<file path="config.mk">
export PLATFORM = sky130hd
export DESIGN_NAME = mem2_stage_flat
export DESIGN_NICKNAME = d
export VERILOG_FILES = /design/src/rtl/mem2_stage_if.sv /design/src/rtl/mem2_stage.sv /design/src/flat_wrapper.sv
export SDC_FILE = /design/constraint.sdc
export NUM_CORES = 1
export LEC_CHECK = 0
export CAP_MARGIN = 0
export CORE_MARGIN = 2
export CORE_UTILIZATION = 39
export DETAILED_ROUTE_END_ITERATION = 10
export HOLD_SLACK_MARGIN = 0.15
export PLACE_DENSITY_LB_ADDON = 0.3
export SLEW_MARGIN = 20
export SYNTH_ARGS = -nofsm -noshare
export SYNTH_HDL_FRONTEND = slang
export SYNTH_SLANG_ARGS = --single-unit
</file>
<file path="constraint.sdc">
create_clock -name clk -period 2.5 [get_ports clk]
set_input_delay 0.5 -clock clk [delete_from_list [all_inputs] [get_ports clk]]
set_output_delay 0.5 -clock clk [all_outputs]
set_load 0.01 [all_outputs]
</file>
<file path="src/rtl/mem2_stage_if.sv">
// Bus bundle between the MEM1 and MEM2 pipeline stages and their downstream consumers.
// The master drives the stall vector and the MEM1 bus; the slave (mem2_stage) drives the results.
interface mem2_stage_if;
   logic [6:0]   stall;
   logic [105:0] mem12mem2_bus;
   logic [69:0]  mem22wb_bus;
   logic [37:0]  mem2_fwd_bus;
   logic         ld_misalign;
   logic [31:0]  ld_count;

   modport master (
      output stall,
      output mem12mem2_bus,
      input  mem22wb_bus,
      input  mem2_fwd_bus,
      input  ld_misalign,
      input  ld_count
   );

   modport slave (
      input  stall,
      input  mem12mem2_bus,
      output mem22wb_bus,
      output mem2_fwd_bus,
      output ld_misalign,
      output ld_count
   );
endinterface

</file>
<file path="src/rtl/mem2_stage.sv">
// Second memory pipeline stage: captures the MEM1 bus, aligns and extends load data,
// flags misaligned loads and counts retired loads.
module mem2_stage (
   input  logic        clk,
   input  logic        rst_n,
   mem2_stage_if.slave bus
);

   logic [105:0] stage_r;
   logic [31:0]  ld_count_r;

   logic [31:0]  pc_s;
   logic [2:0]   ld_op_s;
   logic         ld_en_s;
   logic         rf_we_s;
   logic [4:0]   rf_waddr_s;
   logic [31:0]  ex_result_s;
   logic [31:0]  sram_rdata_s;
   logic [1:0]   byte_off_s;
   logic         misalign_s;
   logic         rf_we_out_s;
   logic [31:0]  rf_wdata_s;

   // Undefined ld_op encodings fall through to the word path.
   function automatic logic [31:0] load_data(input logic [2:0]  op,
                                             input logic [1:0]  a,
                                             input logic [31:0] rdata);
      logic [7:0]  byte_v;
      logic [15:0] half_v;
      logic [31:0] data_v;
      case (a)
         2'd0:    byte_v = rdata[7:0];
         2'd1:    byte_v = rdata[15:8];
         2'd2:    byte_v = rdata[23:16];
         default: byte_v = rdata[31:24];
      endcase
      half_v = a[1] ? rdata[31:16] : rdata[15:0];
      case (op)
         3'b000:  data_v = {{24{byte_v[7]}}, byte_v};
         3'b100:  data_v = {24'd0, byte_v};
         3'b001:  data_v = {{16{half_v[15]}}, half_v};
         3'b101:  data_v = {16'd0, half_v};
         default: data_v = rdata;
      endcase
      return data_v;
   endfunction

   assign pc_s         = stage_r[105:74];
   assign ld_op_s      = stage_r[73:71];
   assign ld_en_s      = stage_r[70];
   assign rf_we_s      = stage_r[69];
   assign rf_waddr_s   = stage_r[68:64];
   assign ex_result_s  = stage_r[63:32];
   assign sram_rdata_s = stage_r[31:0];
   assign byte_off_s   = ex_result_s[1:0];

   // Stage register: capture, bubble on stall[5] alone, hold when stall[6] also set.
   always_ff @(posedge clk) begin
      if (!rst_n) begin
         stage_r <= 106'd0;
      end else if (!bus.stall[5]) begin
         stage_r <= bus.mem12mem2_bus;
      end else if (!bus.stall[6]) begin
         stage_r <= 106'd0;
      end else begin
         stage_r <= stage_r;
      end
   end

   // Retired-load counter; wraps naturally at 32 bits.
   always_ff @(posedge clk) begin
      if (!rst_n) begin
         ld_count_r <= 32'd0;
      end else if (ld_en_s && !misalign_s && !bus.stall[5]) begin
         ld_count_r <= ld_count_r + 32'd1;
      end else begin
         ld_count_r <= ld_count_r;
      end
   end

   // Misalignment detection and write-back data selection.
   always_comb begin
      misalign_s = 1'b0;
      rf_wdata_s = ex_result_s;
      if (ld_en_s) begin
         rf_wdata_s = load_data(ld_op_s, byte_off_s, sram_rdata_s);
         case (ld_op_s)
            3'b001, 3'b101: misalign_s = byte_off_s[0];
            3'b010:         misalign_s = (byte_off_s != 2'd0);
            default:        misalign_s = 1'b0;
         endcase
      end else begin
         rf_wdata_s = ex_result_s;
      end
      rf_we_out_s = rf_we_s & ~misalign_s;
   end

   assign bus.mem22wb_bus  = {pc_s, rf_we_out_s, rf_waddr_s, rf_wdata_s};
   assign bus.mem2_fwd_bus = {rf_we_out_s, rf_waddr_s, rf_wdata_s};
   assign bus.ld_misalign  = misalign_s;
   assign bus.ld_count     = ld_count_r;

endmodule

</file>
<file path="src/flat_wrapper.sv">
// flat-port wrapper written by rule: the top's interface ports become plain ports
module mem2_stage_flat 
  (clk, rst_n, bus_stall, bus_mem12mem2_bus, bus_mem22wb_bus, bus_mem2_fwd_bus, bus_ld_misalign, bus_ld_count);
  mem2_stage_if bus_i ();
  input  logic clk;
  input  logic rst_n;
  input wire logic [$bits(bus_i.stall)-1:0] bus_stall;
  input wire logic [$bits(bus_i.mem12mem2_bus)-1:0] bus_mem12mem2_bus;
  output wire logic [$bits(bus_i.mem22wb_bus)-1:0] bus_mem22wb_bus;
  output wire logic [$bits(bus_i.mem2_fwd_bus)-1:0] bus_mem2_fwd_bus;
  output wire logic [$bits(bus_i.ld_misalign)-1:0] bus_ld_misalign;
  output wire logic [$bits(bus_i.ld_count)-1:0] bus_ld_count;
  assign bus_i.stall = bus_stall;
  assign bus_i.mem12mem2_bus = bus_mem12mem2_bus;
  assign bus_mem22wb_bus = bus_i.mem22wb_bus;
  assign bus_mem2_fwd_bus = bus_i.mem2_fwd_bus;
  assign bus_ld_misalign = bus_i.ld_misalign;
  assign bus_ld_count = bus_i.ld_count;
  mem2_stage u_core (.clk(clk), .rst_n(rst_n), .bus(bus_i));
endmodule
</file>
==> impl_metrics.tcl <==
set metrics [dict create \
    synth_cell_types 42 \
    peakVddDrop_mv 0.4441 \
    grt_first_pass_wirelength_um 33300 \
    wire_per_inst_um 16.01 \
    final_max_slew_viol_count 0 \
    finalClockSkew_ps 8.015 \
    reg2regPathDepth 6 \
    ys_seq_area_frac 0.3813 \
    crit_path_cell_trace "mux4_2 > nand2b_1 > a211o_1 > buf_6 > nand2_1 > buf_2" \
    layout_setup_ws_ps 0.6191 \
    post-route-util 0.5597 \
    h-tree-depth 4 \
    pwr-share-seq 0.401 \
    synth_simple_gate_area_frac 0.2929 \
    mostFrequentLayoutCells "clkdlybuf4s50_1, a21oi_1, dfxtp_1" \
    syn-cell-area_sq_um 7246 \
    tns_ps 0 \
    period_needed_ps 2499 \
    cts.sinks 138 \
    dp_cells 1277 \
    synth_fa_ha_area_frac 0.001727 \
    async_reset_ff_frac 0 \
    final_area_sq_um 10120 \
    swShare 0.2518 \
    intPower_mw 4.366 \
    rsz0062_at_grt "true" \
    synthCells 915 \
    die_area_sq_um 19690 \
    maxSlewHeadroom 0.5065 \
    holdWs_ps 461.9 \
    switching_power_mw 1.469 \
    synth_xor_area_frac 0.001209 \
    cts_tree "yes" \
    crit_path_end_kind "output pin" \
    path_class "reg2out" \
    diodes 0 \
    layout.cells.non_filler 1319 \
    coreArea_sq_um 18090 \
    required_ps 2000 \
    hold_viol_final 0 \
    wl_um 21120 \
    holdCritPathClass "reg2reg" \
    grt_overflow 0 \
    cp-start-kind "flip-flop" \
    drt_pass1_iterations 5 \
    clock_tree.root_cell "clkbuf_16" \
    hpwl_um 14290 \
    ys_ff_latch 138 \
    layout_commonest_cell "clkdlybuf4s50_1" \
    pin_count 256 \
    synth_edf_count 0 \
    ant_nets 0 \
    numCtsBuffers 17 \
    place_congestion 0.8670 \
    placed_cell_area_sq_um 9537 \
    rows 49 \
    p_leak_nw 3.832 \
    dp_slack_ps 45.94 \
    die_h_um 140.3 \
    initial_utilization 0.4006 \
    vias 6943 \
    antenna_found_initial 0 \
    status "complete, no violations" \
    final_nets 1193 \
    ys_warn_count 0 \
    min_period_over_period 0.9998 \
    grt_pass1_vias 6364 \
    combPwrFrac 0.147 \
    clk_pin_slew_worst_paths_ps 60 \
    crit_slowest_cell "mux4_2" \
    cp_max_fo 8 \
    timing.fmax_mhz 400.1 \
    max_cap_viol_count 0 \
    grt_usage 0.2106 \
    route.detailed.drc 0 \
    synthMuxAreaShare 0.03903 \
    clock_latency_ps 420 \
    powerDensity_nw_per_um2 576.3 \
    syn_to_final_growth_pct 39.72 \
    synth_ff_type "dfxtp_1" \
    hold_buffers 0 \
    synth_top_family_by_area "simple AND/OR/NAND/NOR gates" \
    avgSynthCellArea_sq_um 7.919 \
    drive_gt1_frac 0.1743 \
    numPortBuffers 250 \
    synth_compound_area_frac 0.1568 \
    setup_violations 0 \
    critical_path.max_stage_delay_ps 530 \
    drt_iter0_markers 458 \
    ctsLongestPathBuffers 2 \
    routed_via_density 5.264 \
    worst_pin_slew_ps 740.3 \
    hold_path_depth 2 \
    grt_max_degree 213 \
    syn_nets 1031 \
    dieWidth_um 140.3 \
    pwr-share-clk 0.452 \
    crit_arrival_ps 2000 \
    report.power.total_mw 5.835 \
]
[layer usage]
| layer | routed length (um) | global-route usage | part of all wire | up-vias |
|---|---|---|---|---|
| li1 | - | - | - | 3441 |
| met1 | 9207 | 0.2636 | 0.44 | 3273 |
| met2 | 10360 | 0.3586 | 0.49 | 202 |
| met3 | 1108 | 0.04513 | 0.052 | 27 |
| met4 | 446 | 0.07496 | 0.021 | 0 |
| met5 | 0 | 0 | 0 | - |
[path summary, 6_finish.rpt]
check        slack, ps          startpoint                       to
max                0.6  u_core.stage_r[32]      bus_mem22wb_bus[22]
min                460  u_core.stage_r[69]       u_core.stage_r[69]
min reg2reg        460  u_core.stage_r[69]       u_core.stage_r[69]
max reg2reg        500  u_core.stage_r[70]  u_core.bus.ld_count[31]
[cell usage after synthesis (2+ instances only)]
library cell,number,share of area
o31ai_1,9,0.0093
o311ai_2,2,0.0045
nand3_1,117,0.081
nor4_1,10,0.0086
mux2i_1,17,0.023
a21oi_1,149,0.10
and4_1,4,0.0048
nor2b_1,3,0.0026
nand4_1,7,0.0060
and3_1,21,0.018
mux2_2,8,0.012
and2_1,6,0.0052
clkbuf_1,57,0.030
o41ai_1,4,0.0048
inv_2,2,0.0010
nor2_1,10,0.0052
nand2b_1,126,0.11
dfxtp_1,138,0.38
buf_4,76,0.079
nand2_1,48,0.025
or3_1,16,0.014
o311ai_0,4,0.0048
o221a_2,3,0.0047
buf_2,10,0.0069
buf_1,7,0.0036
or4_1,8,0.0083
a31o_2,2,0.0024
o21ai_0,22,0.015
a221o_1,3,0.0041
inv_1,14,0.0073
[logic make-up (layout without fill, tap and decap cells)]
logic type | count (synthesis) | count (layout)
mux | 26 | 26
xor+xnor | 1 | 1
buf+inv | 166 | 341
simple gates | 381 | 381
flops | 138 | 138
compound gates | 202 | 202
fa+ha+maj | 1 | 1
[area by class of cell]
cell class                 count  area [sq um]
fill                        1660          7963
sequential                   138          2770
multi-input combinational    611          3681
tap                          229         286.5
clock buffer                  19         452.9
clock inverter                13         165.2
inverter                      16         66.31
timing repair buffer         293          2701
[power by group through the flow]
stage,logic [mW],registers [mW],clock network [mW]
after floorplan,0.473,2.37,0
after global placement,0.867,2.38,0
after detailed placement,0.874,2.39,0
after CTS,0.853,2.34,2.68
after global routing,0.928,2.35,2.79
final,0.856,2.34,2.64
[what timing repair did]
item / CTS / global route
gates cloned: 1 / 0
endpoints found under the setup margin: 67 / 64
setup buffers: 11 / 1
gates resized for setup: 212 / 78
pin swaps: 8 / 2
[flip-flops by register name (all words and copies together) (netlist names)]
register / count
u_core.stage_r: 106
u_core.bus.ld_count: 32
[critical path: cells and delay by family (launching register included)]
family / cells / cell delay [ps]
multiplexers: 1 / 530
flip-flops: 1 / 370
buffers and inverters: 2 / 320
AND/OR/NAND/NOR: 2 / 190
AO/OA/AOI/OAI: 1 / 170
(Power assumes the default switching activity.)
